### config.mk
export PLATFORM = sky130hd
export DESIGN_NAME = chan_fifo_ctrl
export DESIGN_NICKNAME = d
export VERILOG_FILES = /design/src/rtl/chan_fifo_ctrl.sv
export SDC_FILE = /design/constraint.sdc
export NUM_CORES = 1
export LEC_CHECK = 0
export BUFFER_PORTS_ARGS = -buffer_cell sky130_fd_sc_hd__buf_2
export CORE_UTILIZATION = 50
export CTS_CLUSTER_SIZE = 14
export DETAILED_ROUTE_END_ITERATION = 8
export PLACE_DENSITY = 0.79
export REMOVE_ABC_BUFFERS = 1
export SYNTH_ARGS = -nofsm -noshare
export SYNTH_HDL_FRONTEND = slang
export SYNTH_SLANG_ARGS = --single-unit
### constraint.sdc
create_clock -name clk -period 3.19 [get_ports clk]
set_clock_uncertainty 0.15 [all_clocks]
set_input_delay 0 -clock clk [delete_from_list [all_inputs] [get_ports clk]]
set_output_delay 0 -clock clk [all_outputs]
set_load 0.005 [all_outputs]
### src/rtl/chan_fifo_ctrl.sv
`default_nettype none
// ============================================================================
// Module   : chan_fifo_ctrl
// Brief    : Valid/ready channel FIFO controller over an external dual-port RAM
//            with a 2-entry output skid buffer. Define CHAN_FIFO_AFULL_EN to
//            add the registered s_afull flag.
// Revision : 1.0
// ============================================================================
module chan_fifo_ctrl #(
    parameter int DATA_WIDTH = 8,
    parameter int ADDR_WIDTH = 3
`ifdef CHAN_FIFO_AFULL_EN
    ,
    parameter int AF_MARGIN  = 2
`endif
) (
    input  logic                  clk,
    input  logic                  rstn,
    input  logic                  s_valid,
    output logic                  s_ready,
    input  logic [DATA_WIDTH-1:0] s_data,
    output logic                  m_valid,
    input  logic                  m_ready,
    output logic [DATA_WIDTH-1:0] m_data,
    output logic [ADDR_WIDTH+1:0] count,
    output logic                  ram_a_we,
    output logic [ADDR_WIDTH-1:0] ram_a_addr,
    output logic [DATA_WIDTH-1:0] ram_a_din,
    output logic                  ram_b_we,
    output logic [ADDR_WIDTH-1:0] ram_b_addr,
    input  logic [DATA_WIDTH-1:0] ram_b_dout
`ifdef CHAN_FIFO_AFULL_EN
    ,
    output logic                  s_afull
`endif
);

    localparam logic [ADDR_WIDTH:0] c_RD = (ADDR_WIDTH+1)'(1 << ADDR_WIDTH);

    logic [ADDR_WIDTH-1:0] r_wr_ptr;
    logic [ADDR_WIDTH-1:0] r_rd_ptr;
    logic [ADDR_WIDTH:0]   r_ram_cnt;
    logic                  r_rd_inflight;
    logic [1:0]            r_sk_cnt;
    logic [DATA_WIDTH-1:0] r_sk0;
    logic [DATA_WIDTH-1:0] r_sk1;

    logic                  w_push;
    logic                  w_pop;
    logic                  w_issue;
    logic [1:0]            w_sk_occ;
    logic [1:0]            w_sk_base;

    assign s_ready    = (r_ram_cnt != c_RD);
    assign m_valid    = (r_sk_cnt != 2'd0);
    assign m_data     = r_sk0;
    assign w_push     = s_valid && s_ready;
    assign w_pop      = m_valid && m_ready;

    assign ram_a_we   = w_push;
    assign ram_a_addr = r_wr_ptr;
    assign ram_a_din  = s_data;
    assign ram_b_we   = 1'b0;
    assign ram_b_addr = r_rd_ptr;

    // Skid slots already claimed (held or in flight) once this cycle's pop leaves.
    assign w_sk_occ   = r_sk_cnt + {1'b0, r_rd_inflight} - {1'b0, w_pop};
    assign w_issue    = (r_ram_cnt != '0) && (w_sk_occ < 2'd2);
    assign w_sk_base  = r_sk_cnt - {1'b0, w_pop};

    assign count = {1'b0, r_ram_cnt}
                 + {{(ADDR_WIDTH+1){1'b0}}, r_rd_inflight}
                 + {{ADDR_WIDTH{1'b0}}, r_sk_cnt};

    always_ff @(posedge clk or negedge rstn) begin
        if (!rstn) begin
            r_wr_ptr      <= '0;
            r_rd_ptr      <= '0;
            r_ram_cnt     <= '0;
            r_rd_inflight <= 1'b0;
            r_sk_cnt      <= 2'd0;
            r_sk0         <= '0;
            r_sk1         <= '0;
        end else begin
            if (w_push) begin
                r_wr_ptr <= r_wr_ptr + 1'b1;
            end
            if (w_issue) begin
                r_rd_ptr <= r_rd_ptr + 1'b1;
            end
            r_ram_cnt     <= r_ram_cnt + {{ADDR_WIDTH{1'b0}}, w_push}
                                       - {{ADDR_WIDTH{1'b0}}, w_issue};
            r_rd_inflight <= w_issue;
            r_sk_cnt      <= w_sk_base + {1'b0, r_rd_inflight};
            if (w_pop) begin
                r_sk0 <= r_sk1;
            end
            // The capture lands after the shift, so it overrides entry 0 when the skid empties.
            if (r_rd_inflight) begin
                if (w_sk_base == 2'd0) begin
                    r_sk0 <= ram_b_dout;
                end else begin
                    r_sk1 <= ram_b_dout;
                end
            end
        end
    end

`ifdef CHAN_FIFO_AFULL_EN
    localparam logic [ADDR_WIDTH+1:0] c_AF_LEVEL =
        (ADDR_WIDTH+2)'((1 << ADDR_WIDTH) + 2 - AF_MARGIN);

    logic [ADDR_WIDTH+1:0] w_count_nxt;
    logic                  r_afull;

    // Issue and capture only move beats between stages; only push/pop change the total.
    assign w_count_nxt = count + {{(ADDR_WIDTH+1){1'b0}}, w_push}
                               - {{(ADDR_WIDTH+1){1'b0}}, w_pop};

    always_ff @(posedge clk or negedge rstn) begin
        if (!rstn) begin
            r_afull <= 1'b0;
        end else begin
            r_afull <= (w_count_nxt >= c_AF_LEVEL);
        end
    end

    assign s_afull = r_afull;
`endif

endmodule
`default_nettype wire

# After elaboration in Yosys (flattened, before gate mapping)
# Index checks and enable logic that the tools add are counted.
# W data, S select, Z words.
[totals]
register_bits = 29
out_inout_bits = 31
[classes]
n_addsub = 10
n_bitwise = 1
n_mux = 3
eq_ne = 1
magnitude_cmp = 1
reduce_logical = 7
[op_table]
columns = ["cell", "count"]
rows = [
  ["$mux W8", 3],
  ["$add A3 B1 Y3 const B", 2],
  ["$add A4 B1 Y5", 1],
  ["$add A5 B2 Y5", 1],
  ["$add A2 B1 Y2", 2],
  ["$add A4 B1 Y4", 1],
  ["$ne A4 B4 Y1 const B", 1],
  ["$reduce_bool A4 Y1", 1],
  ["$sub A2 B1 Y2", 2],
  ["$sub A4 B1 Y4", 1],
  ["$logic_and A1 B1 Y1", 3],
  ["$logic_not A2 Y1", 1],
  ["$lt A2 B2 Y1 const B", 1],
  ["$reduce_and A2 Y1", 1],
  ["$reduce_bool A2 Y1", 1],
  ["$not A1 Y1", 1],
]

# Logic depth before layout (Yosys ltp)
[depth]
word_depth = 6
ltp_mapped = 10
ltp_nobuf = 10

# Worst setup path after synthesis
# OpenSTA, ideal clock, no wires.
[synth_timing]
kind = "register to register"
start = "register r_ram_cnt[2]"
end = "register r_ram_cnt[2]"
stages_incl_launch_ff = 11
required_ns = 2.917
setup_slack_ns = 0.908
arrival_ns = 2.009
path_cell_list = "dfrtp_1 -> inv_1 -> ha_1 -> a32o_1 -> a21oi_4 -> ha_1 -> inv_1 -> ha_1 -> inv_1 -> fa_1 -> xnor2_1"
[synth_via]
elab_cells_between_ends = 6
cone_classes = "2 x add/sub; 1 x eq/ne; 3 x reduce/logical"
[synth_rtl]
columns = ["item", "line_no", "text"]
rows = [
  ["start: declaration", "42", "logic [ADDR_WIDTH:0] r_ram_cnt;"],
  ["start signal: assignment", "91", "r_ram_cnt <= r_ram_cnt + {{ADDR_WIDTH{1'b0}}, w_push}"],
  ["$reduce_bool A4 Y1", "68", "assign w_issue = (r_ram_cnt != '0) && (w_sk_occ < 2'd2);"],
  ["$logic_and A1 B1 Y1", "68", ""],
  ["net w_issue", "50", "logic w_issue;"],
  ["$sub A4 B1 Y4", "92", "- {{ADDR_WIDTH{1'b0}}, w_issue};"],
]
# The timed path passes the listed nets, and every way through them passes these cells.
# A chain may end at the register's enable or synchronous reset.

# Final worst setup path
[layout_timing]
start = "register r_ram_cnt[2]"
end = "register r_ram_cnt[3]"
# The elaborated chain is that of the path after synthesis.

==> results.cfg <==
[status]
status = finished clean

[die]
chipWidth_um = 58.3
die_area_mm2 = 0.00340
io_pins = 51
die_h_um = 58.3
core_area_mm2 = 0.00303
start_util = 0.524
rows = 20

[place]
gp_congestion = 0.823
numPortBuffers = 33
placed_area_mm2 = 0.00173
hpwlAfterDp_um = 1940
dp.cells = 201

[power_and_ir_drop]
leakage_nw = 0.987
peakVddDrop_mv = 0.655
total_power_mw = 2.02
clkPwrFrac = 0.105
swShare = 0.405
internal_power_mw = 1.20
p_comb_frac = 0.529
cellPowerDensity_mw_per_mm2 = 1030
switchingPower_uw = 819
seq_power_share = 0.366

[sta]
tns_ps = 0
tightest_slew_ps = 630
slew_headroom = 0.580
min_period_over_period = 0.765
setup_viol_count_final = 0
rsz0062_at_grt = false
finalHoldViolCount = 0
drv_slew = 0
max_freq_mhz = 410
final.min_clock_period_ps = 2440

[logic_synthesis]
yosysWarnings = 0
synth.area.top_cells = dfrtp_1 46%, ha_1 8.7%, mux2_1 6.4%, mux2i_1 5.1%, buf_4 4.3%
synth-xor-area-share = 0.0600
seq_area_frac_synth = 0.458
synth_top_family_by_area = adder cells
syn_area_per_cell_um2 = 11.7
synthFlopType = dfrtp_1
synth.largest_area_cell = dfrtp_1
netlist_instances = 135
ys_seq_elements = 29
synthTopCellsByCount = 29 x dfrtp_1, 14 x inv_1, 11 x ha_1
yosysMostFrequentCell = dfrtp_1
synth_adder_area_share = 0.125
synth_compound_area_frac = 0.0758
ys_types = 31
synthArstFlopShare = 1.00
synth.top_cell.area_share = 0.458
synth_edf_count = 0
synth_area_mm2 = 0.00159
synth.area.mux_share = 0.122
yosys.area_share.simple = 0.0758

[worst_setup_path]
arrival_ps = 2540
cp-end-kind = flip-flop
start_kind = flip-flop
critPathKind = reg -> reg
cp.required_ps = 3290
crit_fanout = 4

[final_layout]
final_cell_count_no_fill = 227
drive_above_1_share = 0.262
diodes = 0
final_area_mm2 = 0.00196
nets = 216
area_growth_pct = 23.8

[drt]
viasPerCell = 4.77
wl_um = 2840
num_vias = 1082
dr.pass1.iters = 4
post-route-drc-count = 0
post_drt_wl_per_cell_um = 12.5
ant_nets = 0
drtIter0Drc = 49

[cts]
cts_max_level = 2
cts_root_buf = clkbuf_4
cts_sinks = 29
cts_made_buffers = 5
cts_tree = yes
clkLatencyLatePin_ps = 320
cts.path.max_buffers = 2
clk_transition_reported_paths_ps = 100
post_cts_resized = 0

[global_route]
grt_usage = 0.190
grt_start_max_net_pins = 30
gr-total-overflow = 0
first_global_vias = 1055
antenna_found_initial = 0
grt_first_pass_wirelength_um = 4740

[flow_run]
cap_violations = 0

[hold_path]
min_path_type = in -> reg
==> registers in the layout, summed over array words and instances (netlist names) <==
name / flops
m_data: 8
r_sk1: 8
r_ram_cnt: 4
ram_a_addr: 3
ram_b_addr: 3
r_sk_cnt: 2
r_rd_inflight: 1
==> critical path, cell delays in order (launching register included) <==
cell and delay (ps):
dfrtp_1 420, inv_1 100, ha_1 200, a32o_1 260, a21oi_4 180, ha_1 230
inv_1 60, ha_1 270, a21o_1 160, a21oi_1 160, xor2_1 180
==> power groups by stage <==
stage / combinational, mW / sequential [mW] / clock (mW)
after floorplan: 0.735 / 0.729 / 0
after global placement: 1.03 / 0.732 / 0
after detailed placement: 1.07 / 0.751 / 0
after CTS: 1.09 / 0.743 / 0.222
after global routing: 1.24 / 0.772 / 0.241
final: 1.07 / 0.740 / 0.212
==> cell usage in the layout (no fill, tap or decap), drive strengths merged <==
master,instances
o21ai,10
xor2,5
nand2b,2
nor2b,3
clkinvlp,1
or2,1
mux2,10
nor2,1
mux2i,8
inv,14
nand2,11
a32o,1
a21oi,2
buf,33
and2b,1
ha,11
dlygate4sd3,18
xnor2,5
clkinv,2
clkbuf,5
a211oi,1
nand3,1
and2,1
fa,3
nor3,1
dfrtp,29
a21o,2
conb,1
==> cells by family after synthesis <==
| family | count (synthesis) |
|---|---|
| buffers and inverters | 25 |
| adders and majority gates | 14 |
| muxes | 18 |
| AOI/OAI and AO/OA | 16 |
| other | 1 |
| DFF | 29 |
| xor gates and xnor gates | 10 |
| and+or+nand+nor | 22 |
==> path summary, 6_finish.rpt <==
check	start	endpoint	slack [ps]	cells after the start
max	r_ram_cnt[2]	r_ram_cnt[3]	750	10
min	m_ready	r_sk_cnt[1]	50	4
max reg2reg	r_ram_cnt[2]	r_ram_cnt[3]	750	10
min reg2reg	ram_b_addr[2]	ram_b_addr[2]	310	1
max in group asynchronous	rstn	r_sk_cnt[0]	2400	2
min in group asynchronous	rstn	m_data[0]	80	2
==> metrics by stage <==
stage | worst slack, ps | hold slack (ps) | utilization
CTS | 732 | 37.0 | 0.648
finish | 748 | 48.7 | 0.648
global placement | 842 | -150 | 0.571
floorplan | 908 | -446 | -
global route | 574 | 72.0 | 0.648
detailed placement | 769 | -150 | 0.571
==> area by class of cell <==
type                       count  area (µm²)
multi-input combinational     81         729
tap                           44        55.1
timing repair buffer          51         345
sequential                    29         726
clock inverter                 3        17.5
fill                         245        1060
inverter                      14        52.6
clock buffer                   5        37.5
==> what timing repair did <==
item | CTS | global route
hold buffers | 18 | 0
buffers inserted | 0 | 0
hold endpoints to repair | 57 | 0
==> layer usage <==
metal,global-route usage,share of wire,wire length (µm),up-vias
met4,0.0612,0.0042,12,0
met2,0.312,0.53,1500,30
met5,0,0,0,-
met3,0.0659,0.051,145,2
li1,-,-,-,529
met1,0.238,0.42,1180,521
(Power assumes the default switching activity.)
